<file path="config.mk">
export PLATFORM = sky130hd
export DESIGN_NAME = conv_out_packer
export DESIGN_NICKNAME = d
export VERILOG_FILES = /design/src/rtl/conv_enc_pkg.sv /design/src/rtl/packer_obuf.sv /design/src/rtl/conv_out_packer.sv
export SDC_FILE = /design/constraint.sdc
export NUM_CORES = 1
export LEC_CHECK = 0
export BUFFER_PORTS_ARGS = -buffer_cell sky130_fd_sc_hd__buf_4
export CAP_MARGIN = 20
export CORE_MARGIN = 2
export CORE_UTILIZATION = 35
export CTS_BUF_LIST = sky130_fd_sc_hd__clkbuf_2 sky130_fd_sc_hd__clkbuf_4 sky130_fd_sc_hd__clkbuf_8
export DETAILED_ROUTE_END_ITERATION = 16
export GPL_ROUTABILITY_DRIVEN = 0
export PLACE_DENSITY = 0.51
export SLEW_MARGIN = 15
export SYNTH_ARGS = -nofsm -noshare
export SYNTH_HDL_FRONTEND = slang
export SYNTH_HIERARCHICAL = 1
export SYNTH_SLANG_ARGS = --single-unit
</file>
<file path="constraint.sdc">
create_clock -name clk -period 6.62 [get_ports clk]
set_clock_uncertainty 0.1 [all_clocks]
set_input_delay 0.331 -clock clk [delete_from_list [all_inputs] [get_ports clk]]
set_output_delay 0.331 -clock clk [all_outputs]
set_load 0.01 [all_outputs]
</file>
<file path="src/rtl/conv_enc_pkg.sv">
// conv_enc_pkg
// Shared definitions for the convolutional-encoder output packer:
//   - pack_state_t : packer FSM state encoding (COLLECT, EMIT0..EMIT2)
//   - STREAM_D0..2 : stream index tags carried with every output byte
//   - BYTE_W       : packed byte width
//   - OBUF_W       : output buffer entry width ({last, stream, data})
//   - emit_stream(): stream tag written by a given EMIT state
package conv_enc_pkg;

    localparam int BYTE_W      = 8;
    localparam int NUM_STREAMS = 3;
    localparam int OBUF_W      = BYTE_W + 3;

    localparam logic [1:0] STREAM_D0 = 2'd0;
    localparam logic [1:0] STREAM_D1 = 2'd1;
    localparam logic [1:0] STREAM_D2 = 2'd2;

    typedef enum logic [1:0] {
        COLLECT = 2'd0,
        EMIT0   = 2'd1,
        EMIT1   = 2'd2,
        EMIT2   = 2'd3
    } pack_state_t;

    function automatic logic [1:0] emit_stream(input pack_state_t s);
        case (s)
            EMIT0:   return STREAM_D0;
            EMIT1:   return STREAM_D1;
            default: return STREAM_D2;
        endcase
    endfunction

endpackage

</file>
<file path="src/rtl/packer_obuf.sv">
// packer_obuf
// Synchronous FIFO holding packed output bytes.
//   clk, reset     : clock, asynchronous active-high reset (clears pointers/count)
//   push, wr_data  : write request and entry
//   pop            : read request (head advances when not empty)
//   rd_data        : head entry, forced to zero while empty
//   full, empty    : occupancy flags
// A push on a full buffer is honoured only when a pop happens in the same
// cycle, behaving as pop-then-push with the count unchanged.
module packer_obuf #(
    parameter int DEPTH = 6,
    parameter int WIDTH = 11
) (
    input  logic             clk,
    input  logic             reset,
    input  logic             push,
    input  logic [WIDTH-1:0] wr_data,
    input  logic             pop,
    output logic [WIDTH-1:0] rd_data,
    output logic             full,
    output logic             empty
);

    localparam int PTR_W = (DEPTH > 1) ? $clog2(DEPTH) : 1;
    localparam int CNT_W = $clog2(DEPTH + 1);
    localparam logic [PTR_W-1:0] LAST_IDX  = PTR_W'(DEPTH - 1);
    localparam logic [CNT_W-1:0] DEPTH_CNT = CNT_W'(DEPTH);

    logic [WIDTH-1:0] mem_reg [DEPTH];
    logic [PTR_W-1:0] wr_ptr_reg;
    logic [PTR_W-1:0] rd_ptr_reg;
    logic [CNT_W-1:0] count_reg;
    logic             do_push;
    logic             do_pop;

    assign empty   = (count_reg == '0);
    assign full    = (count_reg == DEPTH_CNT);
    assign do_pop  = pop && !empty;
    assign do_push = push && (!full || do_pop);

    // Head is read combinationally so out_data is valid in the same cycle
    // as out_valid; zeroed while empty so stale entries never leak out.
    assign rd_data = empty ? '0 : mem_reg[rd_ptr_reg];

    always_ff @(posedge clk) begin
        if (do_push) begin
            mem_reg[wr_ptr_reg] <= wr_data;
        end
    end

    always_ff @(posedge clk or posedge reset) begin
        if (reset) begin
            wr_ptr_reg <= '0;
            rd_ptr_reg <= '0;
            count_reg  <= '0;
        end else begin
            if (do_push) begin
                wr_ptr_reg <= (wr_ptr_reg == LAST_IDX) ? '0 : wr_ptr_reg + 1'b1;
            end
            if (do_pop) begin
                rd_ptr_reg <= (rd_ptr_reg == LAST_IDX) ? '0 : rd_ptr_reg + 1'b1;
            end
            case ({do_push, do_pop})
                2'b10:   count_reg <= count_reg + 1'b1;
                2'b01:   count_reg <= count_reg - 1'b1;
                default: count_reg <= count_reg;
            endcase
        end
    end

endmodule

</file>
<file path="src/rtl/conv_out_packer.sv">
// conv_out_packer
// Packs the three 1-bit streams of a rate-1/3 encoder into bytes, LSB-first,
// and emits them stream by stream (d0, d1, d2) through an output FIFO.
//   clk, reset          : clock, asynchronous active-high reset
//   d_in[2:0], d_valid  : one coded symbol per cycle, bit i -> stream i
//   blk_last            : final symbol of a block (forces an early, zero-padded flush)
//   in_ready            : symbol accepted when d_valid && in_ready
//   out_data/out_stream : packed byte at the FIFO head and its stream index
//   out_last            : head is the stream-2 byte of a block's final flush
//   out_valid/out_ready : FIFO not empty / consumer pop
//   blk_count[15:0]     : completed blocks popped (only with CONV_PACKER_STATS_EN)
// Optional feature macro: CONV_PACKER_STATS_EN.
module conv_out_packer
    import conv_enc_pkg::*;
#(
    parameter int OBUF_DEPTH = 6
) (
    input  logic        clk,
    input  logic        reset,
    input  logic [2:0]  d_in,
    input  logic        d_valid,
    input  logic        blk_last,
    output logic        in_ready,
    output logic [7:0]  out_data,
    output logic [1:0]  out_stream,
    output logic        out_last,
    output logic        out_valid,
    input  logic        out_ready
`ifdef CONV_PACKER_STATS_EN
    ,
    output logic [15:0] blk_count
`endif
);

    pack_state_t                          state_reg;
    logic [2:0]                           fill_reg;
    logic [NUM_STREAMS-1:0][BYTE_W-1:0]   pack_reg;
    logic [NUM_STREAMS-1:0][BYTE_W-1:0]   pack_next;
    logic [NUM_STREAMS-1:0][BYTE_W-1:0]   hold_reg;
    logic                                 hold_last_reg;

    logic              accept;
    logic              flush;
    logic              emit_go;
    logic              obuf_full;
    logic              obuf_empty;
    logic              obuf_pop;
    logic [OBUF_W-1:0] obuf_wr;
    logic [OBUF_W-1:0] obuf_rd;
    logic [BYTE_W-1:0] emit_byte;

    // Gated by reset so the port reads 0 for the whole reset interval and
    // rises as soon as reset drops.
    assign in_ready = (state_reg == COLLECT) && !reset;
    assign accept   = d_valid && in_ready;
    // A blk_last symbol landing on bit 7 is one flush, never a second
    // all-padding one, because fill count and blk_last share this term.
    assign flush    = accept && ((fill_reg == 3'd7) || blk_last);

    // Each new symbol bit lands at position fill_reg; bits above it are still
    // zero, which gives the zero padding of early-flushed bytes for free.
    genvar gi;
    generate
        for (gi = 0; gi < NUM_STREAMS; gi++) begin : gen_pack
            assign pack_next[gi] = pack_reg[gi] | (BYTE_W'(d_in[gi]) << fill_reg);
        end
    endgenerate

    // An EMIT write may also proceed into a full FIFO when the consumer pops
    // in the same cycle.
    assign obuf_pop = out_valid && out_ready;
    assign emit_go  = (state_reg != COLLECT) && (!obuf_full || obuf_pop);

    always_comb begin
        emit_byte = hold_reg[0];
        case (state_reg)
            EMIT1:   emit_byte = hold_reg[1];
            EMIT2:   emit_byte = hold_reg[2];
            default: emit_byte = hold_reg[0];
        endcase
    end

    assign obuf_wr = {hold_last_reg && (state_reg == EMIT2), emit_stream(state_reg), emit_byte};

    always_ff @(posedge clk or posedge reset) begin
        if (reset) begin
            state_reg     <= COLLECT;
            fill_reg      <= '0;
            pack_reg      <= '0;
            hold_reg      <= '0;
            hold_last_reg <= 1'b0;
        end else begin
            if (accept) begin
                if (flush) begin
                    hold_reg      <= pack_next;
                    hold_last_reg <= blk_last;
                    pack_reg      <= '0;
                    fill_reg      <= '0;
                end else begin
                    pack_reg <= pack_next;
                    fill_reg <= fill_reg + 3'd1;
                end
            end
            case (state_reg)
                COLLECT: if (flush)   state_reg <= EMIT0;
                EMIT0:   if (emit_go) state_reg <= EMIT1;
                EMIT1:   if (emit_go) state_reg <= EMIT2;
                EMIT2:   if (emit_go) state_reg <= COLLECT;
                default:              state_reg <= COLLECT;
            endcase
        end
    end

    packer_obuf #(
        .DEPTH (OBUF_DEPTH),
        .WIDTH (OBUF_W)
    ) u_obuf (
        .clk     (clk),
        .reset   (reset),
        .push    (emit_go),
        .wr_data (obuf_wr),
        .pop     (obuf_pop),
        .rd_data (obuf_rd),
        .full    (obuf_full),
        .empty   (obuf_empty)
    );

    assign out_valid  = !obuf_empty;
    assign out_data   = obuf_rd[BYTE_W-1:0];
    assign out_stream = obuf_rd[BYTE_W+1:BYTE_W];
    assign out_last   = obuf_rd[BYTE_W+2];

`ifdef CONV_PACKER_STATS_EN
    logic [15:0] blk_count_reg;

    // Free-running 16-bit counter: wraps from 65535 to 0.
    always_ff @(posedge clk or posedge reset) begin
        if (reset) begin
            blk_count_reg <= '0;
        end else if (obuf_pop && out_last) begin
            blk_count_reg <= blk_count_reg + 16'd1;
        end
    end

    assign blk_count = blk_count_reg;
`endif

endmodule
</file>
; ---- Word level (Yosys, flattened, before mapping)
; Memories as Yosys holds them, arrays and structs flattened.
; Index checks and enable logic that the tools add are counted.
; W data, S select, Z words.
[word_totals]
romBits = 0
ff_bits = 63
output_inout_bits = 13
mem_bits_rw = 66
mem_count = 1
latchBits = 0
elab_cells = 72
in_bits = 8
[mem_list]
columns = memory, depth, word_bits, read_ports, rd_clocked_by_memory_dff, write_ports, line
row1 = u_obuf.mem_reg, 6, 11, 1, 0, 1, packer_obuf.sv:29  ; logic [WIDTH-1:0] mem_reg [DEPTH];
[op_classes]
n_eq_ne = 13
n_addsub = 5
muxes = 15
bitwise_logic = 3
multipliers = 0
n_div = 0
order_cmp = 0
n_reduce_logical = 20
shift = 3
[op_table]
columns = operator, count
row1 = $mux W24, 1
row2 = $or A8 B8 Y8, 3
row3 = $shl A1 B3 Y8, 3
row4 = $pmux W8 S2, 1
row5 = $add A3 B1 Y3 const B, 4
row6 = $eq A3 B3 Y1 const B, 4
row7 = $mux W11, 1
row8 = $mux W3, 3
row9 = $logic_and A1 B1 Y1, 8
row10 = $mux W2, 4
row11 = $pmux W2 S4, 1
row12 = $eq A2 B2 Y1 const B, 3
row13 = $ne A2 B1 Y1 const B, 3
row14 = $pmux W3 S2, 1
row15 = $eq A2 B1 Y1 const B, 2
row16 = $pmux W2 S2, 1
row17 = $reduce_and A4 Y1, 1
row18 = $reduce_bool A2 Y1, 2
row19 = $logic_not A1 Y1, 3
row20 = $logic_not A3 Y1, 1
row21 = $logic_or A1 B1 Y1, 3
row22 = $sub A3 B1 Y3 const B, 1
row23 = $logic_not A2 Y1, 1
row24 = $mux W1, 2
row25 = 2 further kinds, 2

; ---- Logic depth before layout (Yosys ltp)
[depth]
word_depth = 8
mapped_depth = 11
depth_no_buf = 10

; ---- Hierarchy
; Netlist, hierarchy kept.
[modules_own_cells]
columns = mod, seq_area_each_um2, instances, area_each_um2, cells_each
row1 = packer_obuf, 2207.1, 1, 3328.2, 218
row2 = conv_out_packer, 1351.3, 1, 2471.1, 270

; ---- Worst setup path before layout
; Ideal clock, no wire load.
[synth_path]
path_kind = register to register
start = reg u_obuf.count_reg[1]
end = mem u_obuf.mem_reg[2][0] (enable)
synth_period_minus_slack_ns = 3.018
setup_time_ns = 0.396
n_path_buf = 2
required_ns = 6.124
arrival_ns = 2.523
path_slack_ns = 3.602
path_stages_with_launch = 9
path_cell_list = dfrtp_1 > or3_4 > inv_2 > buf_6 > nand2b_1 > a21oi_1 > clkbuf_4 > nand3b_1 > nor3b_1
[synth_between]
elab_chain_cells = 8
word_cells_on_any_way = 12
classes_between = eq/ne (1) / mux (2) / reduce/logical (9)
[synth_lines]
columns = item, line
row1 = from (decl), packer_obuf.sv:32  ; logic [CNT_W-1:0] count_reg;
row2 = from (signal assigned), packer_obuf.sv:64  ; 2'b10: count_reg <= count_reg + 1'b1;
row3 = from (signal assigned), packer_obuf.sv:65  ; 2'b01: count_reg <= count_reg - 1'b1;
row4 = from (signal assigned), packer_obuf.sv:66  ; default: count_reg <= count_reg;
row5 = $logic_not A3 Y1, packer_obuf.sv:36  ; assign empty = (count_reg == '0);
row6 = named net obuf_empty, conv_out_packer.sv:46  ; logic obuf_empty;
row7 = $logic_not A1 Y1, conv_out_packer.sv:128  ; assign out_valid = !obuf_empty;
row8 = $logic_and A1 B1 Y1, conv_out_packer.sv:71  ; assign obuf_pop = out_valid && out_ready;
row9 = $logic_or A1 B1 Y1, conv_out_packer.sv:72  ; assign emit_go = (state_reg != COLLECT) && (!obuf_full || obuf_pop);
row10 = $logic_and A1 B1 Y1, conv_out_packer.sv:72
row11 = named net emit_go, conv_out_packer.sv:44  ; logic emit_go;
row12 = $logic_and A1 B1 Y1, packer_obuf.sv:39  ; assign do_push = push && (!full || do_pop);
row13 = $mux W1, packer_obuf.sv:46  ; if (do_push) begin
row14 = $mux W1 (implied by the code), packer_obuf.sv:47  ; mem_reg[wr_ptr_reg] <= wr_data;
row15 = to (decl), packer_obuf.sv:29
; The timed path passes the listed nets, and every way through them passes these cells.

; ---- Worst setup path after layout
[layout_path]
start = reg u_obuf.count_reg[2]
end = reg u_obuf.count_reg[1]
[layout_between]
elab_chain_cells = 8
word_cells_on_any_way = 14
classes_between = eq/ne (3) / mux (1) / reduce/logical (10)
[layout_lines]
columns = item, line
row1 = $logic_not A3 Y1 (*), packer_obuf.sv:36
row2 = named net obuf_empty, conv_out_packer.sv:46
row3 = $logic_not A1 Y1 (*), conv_out_packer.sv:128
row4 = $logic_and A1 B1 Y1 (*), conv_out_packer.sv:71
row5 = $logic_or A1 B1 Y1 (*), conv_out_packer.sv:72
row6 = $logic_and A1 B1 Y1 (*), conv_out_packer.sv:72
row7 = named net emit_go, conv_out_packer.sv:44
row8 = $logic_and A1 B1 Y1 (*), packer_obuf.sv:39
row9 = $eq A2 B1 Y1 / $eq A2 B2 Y1 (equally long branches), packer_obuf.sv:63  ; case ({do_push, do_pop})
row10 = $pmux W3 S2 / $reduce_bool A2 Y1 (equally long branches), --
; The timed path passes the listed nets; every way through them passes the cells marked *.
; A chain may end at the register's enable or synchronous reset.

==> results.cfg <==
[placement]
port_buffers = 20
place_inst = 703
dp_hpwl_mm = 7.92

[critical_path]
cp-start-kind = flop
end_kind = flop
cp_data_arrival_time_ns = 3.84
worst-setup-path-type = flop to flop
rrSetupSlack_ns = 3.00
timing.rr.start = u_obuf/count_reg[2]$_DFFE_PP0P_
worstRegToRegCells = 11
worst_ep_required_time_ns = 6.84
rr_endpoint = u_obuf/count_reg[1]$_DFFE_PP0P_
cp_max_fo = 13

[floorplan]
die-width_um = 133
core_area_mm2 = 0.0164
initial_core_util_pct = 35.3
num_rows = 47
top_level_ports = 21
die_h_um = 133
dieArea_mm2 = 0.0176

[sta]
hold_viol = 0
fmax_mhz = 276
tns_ns = 0
finalSetupViolCount = 0
worst_pin_slew_ns = 1.04
min_period_ns = 3.62
rsz0062_at_grt = false
relSlewSlack_pct = 30.2
period_share_pct = 54.7
finalMaxSlewViolations = 0

[route]
vias = 3563
drc = 0
post_drt_wl_per_cell_um = 15.9
drt_iter0_drc = 155
dr.pass1.iters = 5
viasPerCell = 4.83
drt_wl_total_mm = 11.7
ant_nets = 0

[logic_synthesis]
synth_top_area_cell = edfxtp_1
netlist_instances = 488
ys.flop_type = edfxtp_1
synth_edf_count = 66
synth_top_cell_area_share_pct = 34.2
ys_ff_latch = 129
netlist_area_mm2 = 0.00580
synth_warnings = 6
synth_area_leaders = edfxtp_1 34%, dfrtp_1 27%, a21oi_1 4.2%
synthDistinctLibCells = 56
syn_nets = 505
async_reset_ff_share_pct = 48.8
avgSynthCellArea_um2 = 11.9
ys_seq_area_share_pct = 61.4

[finish]
layout_commonest_cell = edfxtp_1
nFillCells = 1603
layout_common_cells = 66 x edfxtp_1, 63 x dfrtp_1, 50 x nand2_1, 49 x a21oi_1, 35 x nor2_1
area_growth_pct = 11.7
drive_gt1_share_pct = 16.6
diodes = 0
largest_reg_flops = 66
finalNonFillerCells = 737
finalNetCount = 521

[run]
drv_cap = 0

[global_routing]
grt_pass1_wl_mm = 19.2
grtUsageTotal_pct = 14.2
gr-total-overflow = 0
grt_pass1_vias = 3532
grt_max_degree = 50
grt_antenna_before_repair = 0

[hold_path]
min-delay-start = blk_last
hp-class = input port to flop
hold_path_depth = 3
holdPathEnd = hold_last_reg$_DFFE_PP0P_

[clock_network]
cts_sinks = 129
clock-root-buffer = clkbuf_8
htree_levels = 4
cts_buffer_depth = 2
numCtsBuffers = 17
clock_latency_ns = 0.44
cts_tree = done
clk_pin_slew_ns = 0.07
post-cts-setup-buffer-count = 0

[power_and_ir_drop]
power.density_mw_per_mm2 = 461
ir_worst_vdd_mv = 0.193
p_leak_nw = 2.59

[run_status]
status = completed
-- power breakdown --
group	leakage (nW)	switching, mW	total, mW	internal (mW)
sequential	1.45	0.121	1.23	1.11
clock	0.199	0.289	0.647	0.358
combinational	0.937	0.666	1.10	0.437
-- area by class of cell --
class / count / area, um2 / share of cell area, %
well taps: 220 / 275 / 4.25
clock inverters: 9 / 90.1 / 1.39
multi-input cells: 316 / 2000 / 30.9
flip-flops and latches: 129 / 3560 / 54.9
repair buffers: 28 / 225 / 3.48
inverters: 12 / 45.0 / 0.695
clock buffers: 23 / 285 / 4.40
-- per-stage QoR --
stage               util (%)  total power, mW  area, um2  hold WS, ns  setup slack (ns)
floorplan                  -             2.04       5800       0.0589              3.60
global placement        37.0             2.33       6070        0.273              3.09
detailed placement      37.1             2.37       6090        0.271              2.95
CTS                     39.4             3.03       6470       0.0427              2.91
global route            39.5             3.19       6480       0.0814              2.78
finish                  39.5             2.98       6480       0.0759              3.00
-- worst max-delay path by stage --
stage,slack (ns),end,depth (start not counted),from
after detailed placement,2.95,u_obuf/mem_reg[2][4]$_DFFE_PP_,6,u_obuf/count_reg[2]$_DFFE_PP0P_
after floorplan,3.60,u_obuf/mem_reg[2][0]$_DFFE_PP_,8,u_obuf/count_reg[1]$_DFFE_PP0P_
after global placement,3.09,u_obuf/count_reg[1]$_DFFE_PP0P_,10,u_obuf/count_reg[2]$_DFFE_PP0P_
after global routing,2.78,u_obuf/count_reg[1]$_DFFE_PP0P_,11,u_obuf/count_reg[2]$_DFFE_PP0P_
final,3.00,u_obuf/count_reg[1]$_DFFE_PP0P_,11,u_obuf/count_reg[2]$_DFFE_PP0P_
after CTS,2.91,u_obuf/mem_reg[2][1]$_DFFE_PP_,6,u_obuf/count_reg[2]$_DFFE_PP0P_
-- routing by layer --
metal,up-vias,track usage (%),wire (um)
li1,1787,-,-
met1,1717,20.0,5790
met2,45,21.4,5370
met3,14,4.44,438
met4,0,3.76,131
met5,-,0,0
-- Yosys cell counts, types with 2 or more instances --
master,instances
buf_6,7
xor2_1,2
a211oi_1,12
mux2_2,2
nand3b_1,2
mux2_1,4
a22oi_1,8
and2_1,4
and2b_1,10
ha_1,8
nand2b_1,7
mux2i_1,3
nor3_1,4
inv_1,11
a21o_1,2
xnor2_1,2
nand3_2,2
clkbuf_1,8
o22ai_1,12
nand2_1,50
or2b_1,2
a21oi_1,49
dfrtp_1,63
clkbuf_4,2
nor2b_1,22
buf_4,3
nor4_2,10
edfxtp_1,66
a211oi_2,9
o21ai_1,12
o21ai_0,21
nor2_1,35
buf_2,10
or2_1,2
-- what timing repair did --
| item | in CTS | in global routing |
|---|---|---|
| resized for setup | 0 | 0 |
| hold buffers | 1 | 0 |
| hold endpoints to repair | 37 | 0 |
-- kinds of logic (layout without fill, tap and decap cells) --
kind of cell,Yosys count,count (layout),synth area share (%)
AOI/OAI and AO/OA,132,132,14.2
xor gates and xnor gates,4,4,0.604
adders and majority gates,9,9,2.07
buffers and inverters,43,72,4.25
DFF,129,129,61.4
muxes,9,9,1.68
and+or+nand+nor,162,162,15.8
-- critical path, stage by stage, from the launching register on --
cell	delay [ns]
dfrtp_1	0.50
or3_4	0.46
inv_2	0.28
nand2b_1	0.18
a21oi_1	0.19
buf_4	0.23
nand2b_1	0.16
or2b_1	0.26
fa_1	0.55
o21ai_0	0.11
a32o_1	0.22
a221o_1	0.26
(Power assumes the default switching activity.)
